<file path="config.mk">
export PLATFORM = sky130hd
export DESIGN_NAME = polaris_spi_flash_burst
export DESIGN_NICKNAME = d
export VERILOG_FILES = /design/src/rtl/polaris_spi_flash_burst.sv
export SDC_FILE = /design/constraint.sdc
export NUM_CORES = 1
export LEC_CHECK = 0
export CELL_PAD_IN_SITES_DETAIL_PLACEMENT = 1
export CELL_PAD_IN_SITES_GLOBAL_PLACEMENT = 1
export CORE_MARGIN = 5
export CORE_UTILIZATION = 25
export DETAILED_ROUTE_END_ITERATION = 8
export DONT_BUFFER_PORTS = 1
export GPL_TIMING_DRIVEN = 1
export PLACE_DENSITY_LB_ADDON = 0.12
export SKIP_CTS_REPAIR_TIMING = 1
export SYNTH_ARGS = -nofsm -noshare
export SYNTH_HDL_FRONTEND = slang
export SYNTH_SLANG_ARGS = --single-unit
</file>
<file path="constraint.sdc">
create_clock -name lsioc_clk_i -period 2.8 [get_ports lsioc_clk_i]
set_input_delay 0.42 -clock lsioc_clk_i [delete_from_list [all_inputs] [get_ports lsioc_clk_i]]
set_output_delay 0.42 -clock lsioc_clk_i [all_outputs]
set_load 0.02 [all_outputs]
</file>
<file path="src/rtl/polaris_spi_flash_burst.sv">
// SPI-flash burst read controller on the LSI peripheral bus.
// One request in flight; reads pack 1-4 bytes little-endian into the response.
module polaris_spi_flash_burst #(
    parameter int         ADDR_BYTES = 3,
    parameter int         RD_BYTES   = 4,
    parameter logic [7:0] DIV_RST    = 8'd1,
    parameter logic [4:0] DUMMY_RST  = 5'd8,
    parameter logic       FAST_RST   = 1'b0
) (
    input  logic        lsioc_clk_i,
    input  logic        lsioc_rst_ni,
    input  logic        lsioc_rx_vld_i,
    input  logic [31:0] lsioc_rx_data_i,
    input  logic [2:0]  lsioc_rx_opc_i,
    output logic        lsioc_rx_busy_o,
    output logic [1:0]  lsioc_tx_err_code_o,
    output logic [31:0] lsioc_tx_data_o,
    output logic        lsioc_tx_vld_o,
    input  logic        lsioc_tx_busy_i,
    output logic        sck,
    output logic        mosi,
    output logic        cs_n,
    input  logic        miso
);

    typedef enum logic [2:0] {
        IDLE, CMD, ADDR, DUMMY, DATA, FINISH, RESP
    } state_t;

    localparam logic [5:0] ADDR_LAST = 6'(8 * ADDR_BYTES - 1);
    localparam logic [5:0] DATA_LAST = 6'(8 * RD_BYTES - 1);

    state_t      state;
    logic [7:0]  div_q;
    logic [4:0]  dummy_q;
    logic        fast_q;
    logic [2:0]  opc_q;
    logic [7:0]  hcnt;
    logic [5:0]  bcnt;
    logic [39:0] tx_sh;
    logic [31:0] rx_sh;
    logic [31:0] rd_word;
    logic [31:0] cfg_word;
    logic [31:0] addr_al;
    logic        tick;
    logic        last_bit;
    state_t      nxt_phase;

    assign lsioc_rx_busy_o = (state != IDLE);
    assign cfg_word = {15'b0, fast_q, 3'b0, dummy_q, div_q};
    assign tick     = (hcnt == div_q);
    // Address left-aligned so the shifter always emits from bit 39 down.
    assign addr_al  = 32'(lsioc_rx_data_i << (8 * (4 - ADDR_BYTES)));

    always_comb begin
        rd_word = '0;
        for (int k = 0; k < RD_BYTES; k++) begin
            rd_word[8*k +: 8] = rx_sh[8*(RD_BYTES-1-k) +: 8];
        end
    end

    always_comb begin
        last_bit  = 1'b0;
        nxt_phase = state;
        unique case (state)
            CMD: begin
                last_bit  = (bcnt == 6'd7);
                nxt_phase = ADDR;
            end
            ADDR: begin
                last_bit  = (bcnt == ADDR_LAST);
                nxt_phase = (fast_q && dummy_q != 5'd0) ? DUMMY : DATA;
            end
            DUMMY: begin
                last_bit  = (bcnt == {1'b0, dummy_q} - 6'd1);
                nxt_phase = DATA;
            end
            DATA: begin
                last_bit  = (bcnt == DATA_LAST);
                nxt_phase = FINISH;
            end
            default: ;
        endcase
    end

    always_ff @(posedge lsioc_clk_i) begin
        if (!lsioc_rst_ni) begin
            state               <= IDLE;
            div_q               <= DIV_RST;
            dummy_q             <= DUMMY_RST;
            fast_q              <= FAST_RST;
            opc_q               <= 3'b0;
            hcnt                <= 8'd0;
            bcnt                <= 6'd0;
            tx_sh               <= 40'd0;
            rx_sh               <= 32'd0;
            sck                 <= 1'b0;
            mosi                <= 1'b0;
            cs_n                <= 1'b1;
            lsioc_tx_vld_o      <= 1'b0;
            lsioc_tx_data_o     <= 32'd0;
            lsioc_tx_err_code_o <= 2'b00;
        end else begin
            unique case (state)
                IDLE: begin
                    if (lsioc_rx_vld_i) begin
                        opc_q <= lsioc_rx_opc_i;
                        if (lsioc_rx_opc_i == 3'b000) begin
                            state <= CMD;
                            tx_sh <= {fast_q ? 8'h0B : 8'h03, addr_al};
                        end else begin
                            state <= FINISH;
                            if (lsioc_rx_opc_i == 3'b001) begin
                                div_q   <= lsioc_rx_data_i[7:0];
                                dummy_q <= lsioc_rx_data_i[12:8];
                                fast_q  <= lsioc_rx_data_i[16];
                            end
                        end
                    end
                end
                CMD, ADDR, DUMMY, DATA: begin
                    if (cs_n) begin
                        cs_n <= 1'b0;
                        mosi <= tx_sh[39];
                        hcnt <= 8'd0;
                        bcnt <= 6'd0;
                    end else if (!tick) begin
                        hcnt <= hcnt + 8'd1;
                    end else begin
                        hcnt <= 8'd0;
                        sck  <= ~sck;
                        if (!sck) begin
                            if (state == DATA) rx_sh <= {rx_sh[30:0], miso};
                        end else begin
                            tx_sh <= tx_sh << 1;
                            mosi  <= tx_sh[38];
                            bcnt  <= bcnt + 6'd1;
                            if (last_bit) begin
                                bcnt  <= 6'd0;
                                state <= nxt_phase;
                            end
                        end
                    end
                end
                FINISH: begin
                    // cs_n still high means no SPI transfer: answer at once.
                    if (cs_n || tick) begin
                        state               <= RESP;
                        cs_n                <= 1'b1;
                        lsioc_tx_vld_o      <= 1'b1;
                        lsioc_tx_err_code_o <= (opc_q > 3'b010) ? 2'b01 : 2'b00;
                        if (opc_q == 3'b000)      lsioc_tx_data_o <= rd_word;
                        else if (opc_q == 3'b010) lsioc_tx_data_o <= cfg_word;
                        else                      lsioc_tx_data_o <= 32'd0;
                    end else begin
                        hcnt <= hcnt + 8'd1;
                    end
                end
                RESP: begin
                    if (!lsioc_tx_busy_i) begin
                        state          <= IDLE;
                        lsioc_tx_vld_o <= 1'b0;
                    end
                end
                default: state <= IDLE;
            endcase
        end
    end

endmodule
</file>
==> results.tsv, run 1 <==
metric	value	unit
status	finished clean	
per-instance average area after synthesis	8.458	sq um
delay-heaviest family, CP	simple AND/OR/NAND/NOR gates	
delay of the slowest cell on the worst path	0.44	ns
final layout net count	731	
number of flops mapped to enable cells by yosys	0	
setup total negative slack	0	ns
Initial Util	0.2541	
detailed-routing iteration count for the pre-antenna-repair pass	4	
Slowest-stage cell, CP	sky130_fd_sc_hd__dfxtp_1	
global routing usage summed across all routing layers	0.1336	
maximum number of pins on one net before global-route repair	65	
Clock Sink Count	135	
Arrival @ worst endpoint	2.73	ns
cell-by-cell trace of the critical path	xnor2_1 -> nand4_1 -> nor2_4 -> nand3_1 -> o22ai_4 -> buf_12 -> nor2_1 -> a311oi_1	
area taken by multi-input logic gates	2965	sq um
Filler cells	2743	
DRC violations left	0	
area occupied by registers	2703	sq um
average detailed-routed wire length per instance	17.25	microns
count of input and output buffers	0	
Hold Path Class	input pin to flip-flop	
largest area contributor in the synthesized netlist	sky130_fd_sc_hd__dfxtp_1	
fin cells	1019	
clock latency at the later pin of the worst-skew pair	0.42	ns
Hold Violations, Final	0	
largest fanout on the critical path	64	
cells after synthesis	705	
combined area of all synthesized cells	5963	sq um
peak ir drop on the vdd network	378.1	uV
clock-pin transition on the worst setup and hold timing paths	0.06	ns
Syn Nets	748	
number of buffers created by CTS	17	
worst setup skew after layout	0.01495	ns
Die Span Y	164.4	microns
via count of the first global-routing pass	5079	
post-route clock period utilization	0.8612	
element type at the critical path start	flip-flop	
total detailed-routing wirelength	17580	microns
DR vias	4949	
final total power	5.912	mW
number of primary I/O pins	79	
worst rel slew slack	0.4796	
most instantiated library cell after synthesis	sky130_fd_sc_hd__dfxtp_1	
share of the synthesized area in the top cell type	0.4532	
final number of max-transition violations	0	
antenna violations before repair	0	
die boundary width	164.4	microns
most instantiated flip-flop cell in the synthesis netlist	sky130_fd_sc_hd__dfxtp_1	
critical path buffer and inverter count	1	
number of distinct library cell variants in the gate-level netlist after synthesis	61	
CTS tree	done	
Vias/cell	4.857	
layout cells sized above 1	0.09429	
die outline area	27040	sq um
Inserted Diodes	0	
ys async rst share	0	
leakage dissipation	2.382	nW
Placement Cell Area	6254	sq um
DRC marker count from the first detailed-route iteration	143	
Finished Cell Area	6858	sq um
wire length of the first global-routing pass	28280	microns
# setup viols final	0	
commonest cells in the netlist	sky130_fd_sc_hd__dfxtp_1 (135), sky130_fd_sc_hd__nand2_1 (131), sky130_fd_sc_hd__nor2_1 (77), sky130_fd_sc_hd__a21oi_1 (64), sky130_fd_sc_hd__mux2i_1 (33)	
core footprint	23470	sq um
total number of yosys warnings	0	
power density relative to cell area	862.1	nW/um^2
capturing element type of the critical path	flip-flop	
GP Congestion	0.7638	
CP Data Required Time	3.12	ns
transition time at the pin with the least slew margin	0.7806	ns
htree depth	4	
max capacitance violation total	0	
antenna-violating nets left	0	
top cells by area in the synthesized netlist	sky130_fd_sc_hd__dfxtp_1 (45%), sky130_fd_sc_hd__nand2_1 (8.2%), sky130_fd_sc_hd__mux2i_1 (5.5%)	
half-perimeter wire length of the detailed placement result	12160	microns
count of standard-cell rows	56	
Final Critical Period	2.411	ns
post-synthesis sequential area ratio	0.4532	
buffer cell driving the clock tree root	sky130_fd_sc_hd__clkbuf_16	
worst-case clock buffer depth	2	
flop and latch count out of synthesis	135	
maximum frequency from static timing analysis	0.4147	GHz
Placed Instances	988	
worst setup path category	flip-flop to flip-flop	
synth-to-layout area growth	15.00	%
setup repair after global routing missed its margin	false	
total congestion overflow after global routing	0	
## final timing paths
path	from	end	slack, ns	cells after the start
min reg2reg	rx_sh[17]$_SDFFE_PN0P_	rx_sh[17]$_SDFFE_PN0P_	0.47	2
max	hcnt[0]$_SDFFE_PN0P_	tx_sh[13]$_SDFFE_PN0P_	0.39	8
max reg2reg	hcnt[0]$_SDFFE_PN0P_	tx_sh[13]$_SDFFE_PN0P_	0.39	8
min	lsioc_rst_ni	dummy_q[3]$_SDFFE_PN1P_	0.08	1
## worst register-to-register path, cell delays in order, from the launching register on
cell and delay [ns]:
sky130_fd_sc_hd__dfxtp_1 0.44, sky130_fd_sc_hd__xnor2_1 0.15, sky130_fd_sc_hd__nand4_1 0.27, sky130_fd_sc_hd__nor2_4 0.29
sky130_fd_sc_hd__nand3_1 0.28, sky130_fd_sc_hd__o22ai_4 0.23, sky130_fd_sc_hd__buf_12 0.27, sky130_fd_sc_hd__nor2_1 0.13
sky130_fd_sc_hd__a311oi_1 0.26
## area by class of cell
type	instances	share of cell area
Multi-Input combinational cell	505	0.4324
Sequential cell	135	0.3941
Clock buffer	19	0.06605
Tap cell	319	0.05820
Clock inverter	12	0.02208
Timing Repair Buffer	17	0.02043
Inverter	12	0.006751
## registers in the layout (all words and copies together), names as in the netlist
name	cells
bcnt	6
cs_n	1
div_q	8
dummy_q	5
fast_q	1
hcnt	8
lsioc_tx_data_o	32
lsioc_tx_err_code_o	1
lsioc_tx_vld_o	1
mosi	1
opc_q	3
rx_sh	32
sck	1
state	3
tx_sh	32
## metrics by stage
| stage | util | setup slack (ns) | hold slack, ns |
|---|---|---|---|
| 2_1_floorplan | - | 0.5956 | 0.4312 |
| 3_3_place_gp | 0.2664 | 0.4010 | 0.4367 |
| 3_5_place_dp | 0.2664 | 0.3274 | 0.4615 |
| 4_1_cts | 0.2922 | 0.3190 | 0.05235 |
| 5_1_grt | 0.2922 | 0.1218 | 0.07867 |
| 6_report | 0.2922 | 0.3885 | 0.08391 |
## logic make-up after synthesis
group / count (synthesis) / share of synthesized area
compound gates: 152 / 0.1773
xor+xnor: 11 / 0.01972
fa+ha+maj: 3 / 0.006295
buf+inv: 65 / 0.05036
flops: 135 / 0.4532
mux: 34 / 0.05728
other cells: 1 / 0.0006289
simple gates: 304 / 0.2352
## metal layers
metal,routed length (microns),track usage
met4,203,0.04310
met3,1001,0.04367
met2,8216,0.2163
met5,0,0
met1,8154,0.1689
## report_power, final
part | switching [mW] | internal (mW)
logic | 0.997 | 0.432
registers | 0.157 | 2.00
clock network | 0.882 | 1.44
total | 2.04 | 3.88
## cells in the final DEF, fill, tap and decap left out, drive strengths merged, types with 4 or more instances in the layout
cell type and count:
a211oi 5, a21oi 64, a22o 18, a311oi 24
and3 4, buf 17, clkbuf 19, clkinv 7
dfxtp 135, inv 12, mux2i 33, nand2 132
nand2b 7, nand3 23, nand3b 5, nand4 11
nor2 78, nor2b 5, nor3 20, o21ai 14
o31ai 5, or3 6, xnor2 9
(Power assumes the default switching activity.)
==> run 2, diff against run 1 <==
--- a/config.mk
+++ b/config.mk
@@ -5,6 +5,7 @@
 export SDC_FILE = /design/constraint.sdc
 export NUM_CORES = 1
 export LEC_CHECK = 0
+export ABC_AREA = 1
 export CELL_PAD_IN_SITES_DETAIL_PLACEMENT = 1
 export CELL_PAD_IN_SITES_GLOBAL_PLACEMENT = 1
 export CORE_MARGIN = 5
==> results.tsv, run 2 <==
metric	value	unit	change
peak ir drop on the vdd network	679.4	uV	+80%
Die Span Y	166.6	microns	+1.3%
met2 wire length	8556	microns	+4.1%
# setup viols final	0		unchanged
status	finished clean		
commonest non-fill, non-tap cell in the layout	sky130_fd_sc_hd__nand2_1		
highest routed metal layer	met4		
largest area contributor in the synthesized netlist	sky130_fd_sc_hd__dfxtp_1		
count of input and output buffers	0		unchanged
via count of the first global-routing pass	5411		+6.5%
commonest cells after routing, fill and taps aside	sky130_fd_sc_hd__nand2_1 (149), sky130_fd_sc_hd__dfxtp_1 (135), sky130_fd_sc_hd__nor2_1 (119)		
power share of the combinational group	0.351		+0.109
worst setup skew after layout	0.009559	ns	-0.005387 ns
Arrival @ worst endpoint	2.47	ns	-0.26 ns
DR vias	5323		+7.6%
number of buffers created by CTS	17		unchanged
switching power share of the total	0.4071		+0.06267
detailed-routing iteration count for the pre-antenna-repair pass	4		unchanged
count of standard-cell rows	57		+1.8%
share of the synthesized area in the top cell type	0.4411		-0.01212
largest registers in the final layout	lsioc_tx_data_o x32, rx_sh x32, tx_sh x32		
Final Critical Period	2.173	ns	-0.2381 ns
Filler cells	2990		+9.0%
Vias/cell	4.573		-5.8%
synth-to-layout area growth	14.48	%	
maximum frequency from static timing analysis	0.4601	GHz	+11%
total congestion overflow after global routing	0		unchanged
utilization after layout	0.2893		-0.002897
capturing element type of the critical path	flip-flop		
ys async rst share	0		unchanged
layout cells sized above 1	0.1000		+0.005714
post-route clock period utilization	0.7762		-0.08502
DRC violations left	0		unchanged
Sequential Power Share	0.338		-0.027
final layout net count	870		+19%
clock latency at the later pin of the worst-skew pair	0.42	ns	about the same
delay of the slowest cell on the worst path	0.50	ns	+0.06 ns
average detailed-routed wire length per instance	15.47	microns	-10%
htree depth	4		unchanged
leakage dissipation	2.610	nW	+9.6%
post-route worst setup slack	0.6266	ns	+0.2381 ns
Clock Sink Count	135		unchanged
top cells by area in the synthesized netlist	sky130_fd_sc_hd__dfxtp_1 (44%), sky130_fd_sc_hd__nand2_1 (9.1%), sky130_fd_sc_hd__o21ai_0 (7.8%)		
cells after synthesis	842		+19%
per-instance average area after synthesis	7.277	sq um	-14%
commonest cells in the netlist	sky130_fd_sc_hd__nand2_1 (149), sky130_fd_sc_hd__dfxtp_1 (135), sky130_fd_sc_hd__nor2_1 (119), sky130_fd_sc_hd__o21ai_0 (95), sky130_fd_sc_hd__inv_1 (85)		
metal1 wirelength	8603	microns	+5.5%
area occupied by registers	2703	sq um	unchanged
Initial Util	0.2527		-0.001368
clock-pin transition on the worst setup and hold timing paths	0.06	ns	about the same
GP Congestion	0.7936		+3.9%
element type at the critical path start	flip-flop		
die boundary width	166.6	microns	+1.3%
max capacitance violation total	0		unchanged
Hold Path Class	input pin to flip-flop		
largest fanout on the critical path	37		-42%
flop and latch count out of synthesis	135		unchanged
global routing usage summed across all routing layers	0.1312		-0.002358
antenna violations before repair	0		unchanged
combined area of all synthesized cells	6127	sq um	+2.7%
worst-case clock buffer depth	2		unchanged
CP Data Required Time	3.10	ns	-0.02 ns
post-synthesis sequential area ratio	0.4411		-0.01212
clock share of power	0.311		-0.082
design internal power	4.231	mW	+9.2%
die outline area	27740	sq um	+2.6%
most instantiated flip-flop cell in the synthesis netlist	sky130_fd_sc_hd__dfxtp_1		
final total power	7.136	mW	+21%
DRC marker count from the first detailed-route iteration	180		+26%
maximum number of pins on one net before global-route repair	84		+29%
length of routed met3 wiring	643	microns	-36%
most instantiated library cell after synthesis	sky130_fd_sc_hd__nand2_1		
Inserted Diodes	0		unchanged
setup total negative slack	0	ns	unchanged
final number of max-transition violations	0		unchanged
core footprint	24250	sq um	+3.3%
Slowest-stage cell, CP	sky130_fd_sc_hd__dfxtp_1		
minimum hold slack	0.1486	ns	+0.06472 ns
number of distinct library cell variants in the gate-level netlist after synthesis	39		-36%
number of primary I/O pins	79		unchanged
net load switching power	2.905	mW	+43%
half-perimeter wire length of the detailed placement result	12770	microns	+5.0%
setup repair after global routing missed its margin	false		
Syn Nets	885		+18%
total number of yosys warnings	0		unchanged
total detailed-routing wirelength	18010	microns	+2.4%
wire length of the first global-routing pass	29410	microns	+4.0%
buffer cell driving the clock tree root	sky130_fd_sc_hd__clkbuf_16		
Hold Violations, Final	0		unchanged
CTS tree	done		
area taken by multi-input logic gates	2860	sq um	-3.5%
antenna-violating nets left	0		unchanged
cell-by-cell trace of the critical path	inv_4 -> o21ai_4 -> nand2_4 -> a21oi_4 -> nand3_4 -> buf_12 -> nor2_1 -> a211oi_2		
Setup Slack @ Placement	0.6007	ns	+0.2732 ns
power density relative to cell area	1017	nW/um^2	+18%
worst setup path category	flip-flop to flip-flop		
number of flops mapped to enable cells by yosys	0		unchanged
==> run 2: area by class of cell <==
class                   instances  area share
multi-input cells             570      0.4078
flip-flops and latches        135      0.3853
clock buffers                  19     0.06315
well taps                     324     0.05780
inverters                      92     0.04959
clock inverters                13     0.01927
repair buffers                 11     0.01712
==> run 2: per-stage QoR <==
stage               cell area [sq um]  cells
floorplan                        6127    842
global placement                 6436   1132
detailed placement               6436   1132
CTS                              7014   1164
global route                     7014   1164
finish                           7014   1164
==> run 2: kinds of logic after synthesis <==
| family | after synthesis | synth area share |
|---|---|---|
| buf+inv | 137 | 0.09291 |
| fa+ha+maj | 3 | 0.006127 |
| other cells | 1 | 0.0006120 |
| flops | 135 | 0.4411 |
| simple gates | 339 | 0.2338 |
| compound gates | 221 | 0.2169 |
| xor+xnor | 6 | 0.008578 |
==> run 2: final timing paths <==
kind | start | end | slack [ns] | cells past startpoint
setup reg to reg | state[2]$_SDFFE_PN0P_ | tx_sh[29]$_SDFFE_PN0P_ | 0.63 | 8
setup / recovery | state[2]$_SDFFE_PN0P_ | tx_sh[29]$_SDFFE_PN0P_ | 0.63 | 8
hold / removal | lsioc_rx_data_i[6] | div_q[6]$_SDFFE_PN0P_ | 0.15 | 2
hold reg to reg | tx_sh[34]$_SDFFE_PN0P_ | tx_sh[34]$_SDFFE_PN0P_ | 0.45 | 2
==> run 2: critical path: cells and delay by family (launching register included) <==
kind | cells | cell delay, ns
compound gates | 3 | 0.49
buf+inv | 2 | 0.42
flops | 1 | 0.50
simple gates | 3 | 0.63
==> run 2: metal layers <==
metal / global-route usage / vias up
li1: - / 2723
met3: 0.03508 / 13
met4: 0.03664 / 0
met5: 0 / -
met1: 0.1698 / 2529
met2: 0.2166 / 58
==> run 2: power groups by stage <==
| stage | Sequential (mW) | Combinational [mW] | Clock [mW] |
|---|---|---|---|
| CTS | 2.42 | 2.57 | 2.31 |
| floorplan | 2.39 | 2.04 | 0 |
| finish | 2.41 | 2.50 | 2.22 |
| detailed placement | 2.46 | 2.55 | 0 |
| global route | 2.45 | 2.85 | 2.39 |
| global placement | 2.45 | 2.49 | 0 |
